## src/rtl/calc_sequencer_if.sv

```systemverilog
// calc_sequencer_if: tick/mode inputs and register-file control outputs of the calculation sequencer
interface calc_sequencer_if #(parameter int W = 5);
    logic         tick;
    logic         sw;
    logic         hold;
    logic         op_valid;
    logic         wr_en;
    logic [W-1:0] wr_addr;
    logic [W-1:0] addr_rs1;
    logic [W-1:0] addr_rs2;
    logic         mux_sel;
    logic         read_mode;
    logic         filled;
    logic         pass_done;
    logic [2:0]   state_leds;
    modport master (
        input  tick, sw, hold, op_valid,
        output wr_en, wr_addr, addr_rs1, addr_rs2, mux_sel, read_mode, filled, pass_done, state_leds
    );
    modport slave (
        output tick, sw, hold, op_valid,
        input  wr_en, wr_addr, addr_rs1, addr_rs2, mux_sel, read_mode, filled, pass_done, state_leds
    );
endinterface

```

## src/rtl/calc_sequencer.sv

```systemverilog
// calc_sequencer: tick-driven scheduler for register-file writes, operand addresses and mode LEDs
module calc_sequencer #(
    parameter int W = 5
) (
    input  logic                  clk,
    input  logic                  rst,
    calc_sequencer_if.master      bus
);
    localparam logic [W-1:0] NREG    = W'(2**W - 1);
    localparam logic [1:0]   S_IDLE  = 2'd0;
    localparam logic [1:0]   S_FILL  = 2'd1;
    localparam logic [1:0]   S_COMP  = 2'd2;
    localparam logic [1:0]   S_PAUSE = 2'd3;

    logic [1:0]   state, state_n, tgt;
    logic         wr_en, wr_en_n, mux_sel, mux_n;
    logic [W-1:0] ptr, ptr_n, rs1, rs2, fill_cnt;
    logic         filled, pass_done, read_mode;
    logic [2:0]   leds;
    logic         fill_wr;

    assign tgt     = (bus.sw && filled) ? S_COMP : S_FILL;
    assign fill_wr = wr_en && !mux_sel;
    assign ptr_n   = wr_en ? ((ptr == NREG) ? W'(1) : ptr + W'(1)) : ptr;

    // next mode and write request; hold overrides any tick outside IDLE
    always_comb begin
        state_n = state;
        mux_n   = mux_sel;
        wr_en_n = 1'b0;
        if (state == S_IDLE) begin
            if (bus.tick && !bus.hold) begin
                state_n = S_FILL;
                mux_n   = 1'b0;
                wr_en_n = 1'b1;
            end
        end else if (bus.hold) begin
            state_n = S_PAUSE;
        end else if (state == S_PAUSE) begin
            state_n = tgt;
            mux_n   = (tgt == S_COMP);
        end else if (bus.tick) begin
            state_n = tgt;
            mux_n   = (tgt == S_COMP);
            wr_en_n = (tgt == S_FILL) || bus.op_valid;
        end
    end

    // registered state, pointer with trailing operand addresses, fill tracking and decoded outputs
    always_ff @(posedge clk or negedge rst) begin
        if (!rst) begin
            state     <= S_IDLE;
            wr_en     <= 1'b0;
            mux_sel   <= 1'b0;
            ptr       <= W'(1);
            rs1       <= NREG - W'(1);
            rs2       <= NREG;
            fill_cnt  <= '0;
            filled    <= 1'b0;
            pass_done <= 1'b0;
            read_mode <= 1'b1;
            leds      <= 3'b000;
        end else begin
            state     <= state_n;
            wr_en     <= wr_en_n;
            mux_sel   <= mux_n;
            ptr       <= ptr_n;
            rs1       <= (ptr_n == W'(1)) ? NREG - W'(1) : (ptr_n == W'(2)) ? NREG : ptr_n - W'(2);
            rs2       <= (ptr_n == W'(1)) ? NREG : ptr_n - W'(1);
            fill_cnt  <= (fill_wr && fill_cnt != NREG) ? fill_cnt + W'(1) : fill_cnt;
            filled    <= filled || (fill_wr && fill_cnt == NREG - W'(1));
            pass_done <= wr_en && (ptr == NREG);
            read_mode <= (state_n == S_IDLE) || (state_n == S_PAUSE);
            leds      <= (state_n == S_FILL) ? 3'b001 : (state_n == S_COMP) ? 3'b010 :
                         (state_n == S_PAUSE) ? 3'b100 : 3'b000;
        end
    end

    assign bus.wr_en      = wr_en;
    assign bus.wr_addr    = ptr;
    assign bus.addr_rs1   = rs1;
    assign bus.addr_rs2   = rs2;
    assign bus.mux_sel    = mux_sel;
    assign bus.read_mode  = read_mode;
    assign bus.filled     = filled;
    assign bus.pass_done  = pass_done;
    assign bus.state_leds = leds;
endmodule

```

## src/flat_wrapper.sv

```systemverilog
// flat-port wrapper written by rule: the top's interface ports become plain ports
module calc_sequencer_flat 
#(
    parameter int W = 5
)
  (clk, rst, bus_tick, bus_sw, bus_hold, bus_op_valid, bus_wr_en, bus_wr_addr, bus_addr_rs1, bus_addr_rs2, bus_mux_sel, bus_read_mode, bus_filled, bus_pass_done, bus_state_leds);
  calc_sequencer_if #(.W(W)) bus_i ();
  input  logic clk;
  input  logic rst;
  input wire logic [$bits(bus_i.tick)-1:0] bus_tick;
  input wire logic [$bits(bus_i.sw)-1:0] bus_sw;
  input wire logic [$bits(bus_i.hold)-1:0] bus_hold;
  input wire logic [$bits(bus_i.op_valid)-1:0] bus_op_valid;
  output wire logic [$bits(bus_i.wr_en)-1:0] bus_wr_en;
  output wire logic [$bits(bus_i.wr_addr)-1:0] bus_wr_addr;
  output wire logic [$bits(bus_i.addr_rs1)-1:0] bus_addr_rs1;
  output wire logic [$bits(bus_i.addr_rs2)-1:0] bus_addr_rs2;
  output wire logic [$bits(bus_i.mux_sel)-1:0] bus_mux_sel;
  output wire logic [$bits(bus_i.read_mode)-1:0] bus_read_mode;
  output wire logic [$bits(bus_i.filled)-1:0] bus_filled;
  output wire logic [$bits(bus_i.pass_done)-1:0] bus_pass_done;
  output wire logic [$bits(bus_i.state_leds)-1:0] bus_state_leds;
  assign bus_i.tick = bus_tick;
  assign bus_i.sw = bus_sw;
  assign bus_i.hold = bus_hold;
  assign bus_i.op_valid = bus_op_valid;
  assign bus_wr_en = bus_i.wr_en;
  assign bus_wr_addr = bus_i.wr_addr;
  assign bus_addr_rs1 = bus_i.addr_rs1;
  assign bus_addr_rs2 = bus_i.addr_rs2;
  assign bus_mux_sel = bus_i.mux_sel;
  assign bus_read_mode = bus_i.read_mode;
  assign bus_filled = bus_i.filled;
  assign bus_pass_done = bus_i.pass_done;
  assign bus_state_leds = bus_i.state_leds;
  calc_sequencer #(.W(W)) u_core (.clk(clk), .rst(rst), .bus(bus_i));
endmodule
```

## config.mk

```make
export PLATFORM = sky130hd
export DESIGN_NAME = calc_sequencer_flat
export DESIGN_NICKNAME = d
export VERILOG_FILES = /design/src/rtl/calc_sequencer_if.sv /design/src/rtl/calc_sequencer.sv /design/src/flat_wrapper.sv
export SDC_FILE = /design/constraint.sdc
export NUM_CORES = 1
export LEC_CHECK = 0
export ABC_CLOCK_PERIOD_IN_PS = 5300
export BUFFER_PORTS_ARGS = -buffer_cell sky130_fd_sc_hd__buf_2
export CAP_MARGIN = 15
export CORE_MARGIN = 2
export CORE_UTILIZATION = 58
export CTS_CLUSTER_DIAMETER = 150
export DETAILED_ROUTE_END_ITERATION = 7
export PLACE_DENSITY = 0.83
export SETUP_SLACK_MARGIN = 0.1
export SYNTH_ARGS = -nofsm -noshare
export SYNTH_HDL_FRONTEND = slang
export SYNTH_SLANG_ARGS = --single-unit
```

## constraint.sdc

```tcl
create_clock -name clk -period 5.3 [get_ports clk]
set_clock_uncertainty 0.1 [all_clocks]
set_input_delay 0.53 -clock clk [delete_from_list [all_inputs] [get_ports clk]]
set_output_delay 0.53 -clock clk [all_outputs]
set_load 0.05 [all_outputs]
```

==> results.py <==
metrics = {
    "final_layout": {
        "area_growth_syn_to_layout_pct": 16.2,
        "nNetsFinal": 180,
        "finalInstanceArea_mm2": 0.00173,
        "antennaDiodeCount": 0,
        "fill_cells": 190,
        "layout_commonest_cell": "buf_2",
        "drive_above_1_share_pct": 36.4,
        "mostFrequentLayoutCells": "buf_2, dfrtp_1, ha_1",
    },
    "setup_path": {
        "cp.arrival_ns": 2.81,
        "required_ns": 5.45,
        "crit_chain": "ha_1 > and3_1 > ha_1 > and4bb_2 > a21oi_2 > ha_1 > inv_1 > a31oi_1 > a21oi_1 > mux2i_1",
        "critPathSlowestCell": "dfstp_2",
        "slowest_delay_ns": 0.59,
        "path_max_fanout": 6,
        "crit_type": "flop to flop",
        "crit_top_cell": "ha_1",
        "end_kind": "flop",
        "start_kind": "flop",
    },
    "drt": {
        "drc": 0,
        "final_antenna_net_count": 0,
        "drt-total-wl_mm": 2.74,
        "routedWlPerCell_um": 14.3,
        "num_vias": 1105,
        "via_per_inst": 5.76,
        "detail_route.iter0.violations": 20,
        "drt_pre_antenna_iters": 4,
    },
    "clock_tree": {
        "cts_setup_buffers": 0,
        "clk_pin_slew_ns": 0.10,
        "htree_num_levels": 2,
        "post_cts_resized": 0,
        "clock_path_buffers": 2,
        "root_buffer": "clkbuf_4",
        "clock_latency_ns": 0.33,
        "cts_sinks": 30,
        "numCtsBuffers": 5,
        "cts_tree": "built",
        "holdBufCountCts": 0,
    },
    "yosys": {
        "netlist_instances": 128,
        "ys_seq_elements": 30,
        "synth_area_mm2": 0.00149,
        "ys_types": 40,
        "synth_edf_count": 0,
        "yosys.area.top_type": "dfrtp_1",
        "seq_area_frac_synth_pct": 51.3,
        "ys.flop_type": "dfrtp_1",
        "synth_top_area_share_pct": 31.9,
        "async_flop_share_pct": 100,
        "ys.warnings.count": 0,
        "synth_nets": 147,
        "synth.avg_cell_area_um2": 11.6,
        "synth_area_leaders": "dfrtp_1, dfstp_2, ha_1",
    },
    "sta": {
        "fmax_mhz": 376,
        "timing.final.crit_period_ns": 2.66,
        "relSlewSlack_pct": 57.1,
        "fin_hold_ws_ns": 0.116,
        "tightest_slew_ns": 0.643,
        "finalSetupViolCount": 0,
        "grt_setup_unrepaired": "no",
        "slew_violations": 0,
        "fin_crit_sh_pct": 50.2,
        "fin_setup_tns_ns": 0,
        "hold_viol": 0,
    },
    "place": {
        "dpl.hpwl_mm": 1.99,
        "io_buffers": 28,
        "gp_congestion": 0.839,
        "placed_area_mm2": 0.00165,
    },
    "power": {
        "clockPowerShare_pct": 15.6,
        "p_leak_nw": 0.853,
        "power_switching_uw": 496,
        "sw_frac_of_total_pct": 46.6,
        "irDropWorstVdd_mv": 0.545,
        "p_seq_share_pct": 35.6,
        "power.internal_uw": 569,
        "p_comb_share_pct": 48.8,
        "p_per_area_mw_per_mm2": 615,
    },
    "hold_path": {
        "min_path_type": "primary input to async pin",
    },
    "global_routing": {
        "antenna_found_initial": 0,
        "grt.overflow.total": 0,
        "grt_max_degree": 31,
        "grtUsageTotal_pct": 21.2,
        "grt_pass1_vias": 988,
        "grt_pass1_wl_mm": 4.37,
    },
    "floorplanning": {
        "coreArea_mm2": 0.00245,
        "boundaryPins": 29,
        "fp.dieW_um": 54.7,
        "start_util_pct": 60.7,
        "die_area_mm2": 0.00299,
        "rows": 18,
        "fp.dieH_um": 54.7,
    },
    "run": {
        "maxCapViolations": 0,
    },
    "status": {
        "status": "finished, final reports clean",
    },
}
[worst max-delay path: cells and delay by family, from the launching register on]
family                   cells  cell delay, ns
AO/OA/AOI/OAI                3            0.52
adder cells (fa/ha/maj)      3            0.75
flip-flops                   1            0.59
AND/OR/NAND/NOR              2            0.44
buffers and inverters        1            0.05
multiplexers                 1            0.14
[per-layer routing]
| layer | part of all wire (%) | global-route usage (%) | vias to the layer above | wire length, um |
|---|---|---|---|---|
| li1 | - | - | 522 | - |
| met1 | 43 | 25.9 | 549 | 1180 |
| met2 | 49 | 33.5 | 26 | 1330 |
| met3 | 6.0 | 7.92 | 8 | 165 |
| met4 | 2.3 | 8.75 | 0 | 63 |
| met5 | 0 | 0 | - | 0 |
[area by class of cell]
type / instances / area, um^2 / share of cell area, %
clock buffers: 8 / 78.8 / 4.56
inverters: 10 / 37.5 / 2.17
multi-input cells: 86 / 672 / 38.8
flip-flops and latches: 30 / 764 / 44.2
well taps: 30 / 37.5 / 2.17
repair buffers: 28 / 140 / 8.10
[power groups by stage]
stage	logic, mW	registers [mW]	clock network, mW
5_1_grt	0.564	0.388	0.180
2_1_floorplan	0.209	0.581	0
3_3_place_gp	0.510	0.378	0
4_1_cts	0.523	0.379	0.170
6_report	0.520	0.379	0.166
3_5_place_dp	0.521	0.383	0
[logic make-up (layout without fill, tap and decap cells)]
logic type | count (synthesis) | in the layout | share of synthesized area (%)
adders and majority gates | 13 | 13 | 10.9
AOI/OAI and AO/OA | 26 | 26 | 11.9
buffers and inverters | 12 | 46 | 3.53
and+or+nand+nor | 38 | 38 | 16.2
DFF | 30 | 30 | 51.3
xor gates and xnor gates | 3 | 3 | 1.77
muxes | 6 | 6 | 4.29
[flip-flops by register name, summed over array words and instances, names as in the netlist, 2 cells and up]
register               count
u_core.fill_cnt            5
u_core.state               2
u_core.bus.state_leds      3
u_core.bus.wr_addr         5
u_core.bus.addr_rs1        5
u_core.bus.addr_rs2        5
[stage by stage]
step | power (mW) | utilization, % | instances | worst slack, ns
global route | 1.13 | 70.5 | 192 | 2.48
finish | 1.06 | 70.5 | 192 | 2.64
global placement | 0.888 | 67.3 | 184 | 2.75
detailed placement | 0.903 | 67.3 | 184 | 2.67
CTS | 1.07 | 70.5 | 192 | 2.64
floorplan | 0.790 | - | 128 | 2.76
[path summary, 6_finish.rpt]
path | startpoint | to | slack, ns | cells after the start
setup reg to reg | u_core.bus.wr_addr[0] | u_core.bus.addr_rs2[3] | 2.64 | 10
hold reg to reg | u_core.fill_cnt[3] | u_core.fill_cnt[3] | 0.41 | 1
max in group asynchronous | rst | u_core.bus.wr_addr[4] | 4.56 | 1
min in group clk | bus_hold | u_core.bus.wr_en | 0.35 | 2
setup / recovery | u_core.bus.wr_addr[0] | u_core.bus.addr_rs2[3] | 2.64 | 10
hold / removal | rst | u_core.bus.mux_sel | 0.12 | 1
[synthesized netlist by cell type, types with 2 or more instances]
| master | instances |
|---|---|
| and2_1 | 2 |
| o21ai_1 | 2 |
| a2bb2oi_1 | 3 |
| nand4_1 | 6 |
| xnor2_1 | 3 |
| nor3b_2 | 2 |
| nor2_1 | 7 |
| a21oi_1 | 8 |
| inv_1 | 10 |
| mux2_2 | 3 |
| nand3_1 | 2 |
| nand2_1 | 7 |
| and3_1 | 2 |
| ha_1 | 13 |
| dfrtp_1 | 19 |
| mux2i_1 | 3 |
| o21ai_0 | 3 |
| dfstp_2 | 11 |
Power figures use the tool's default switching activity.
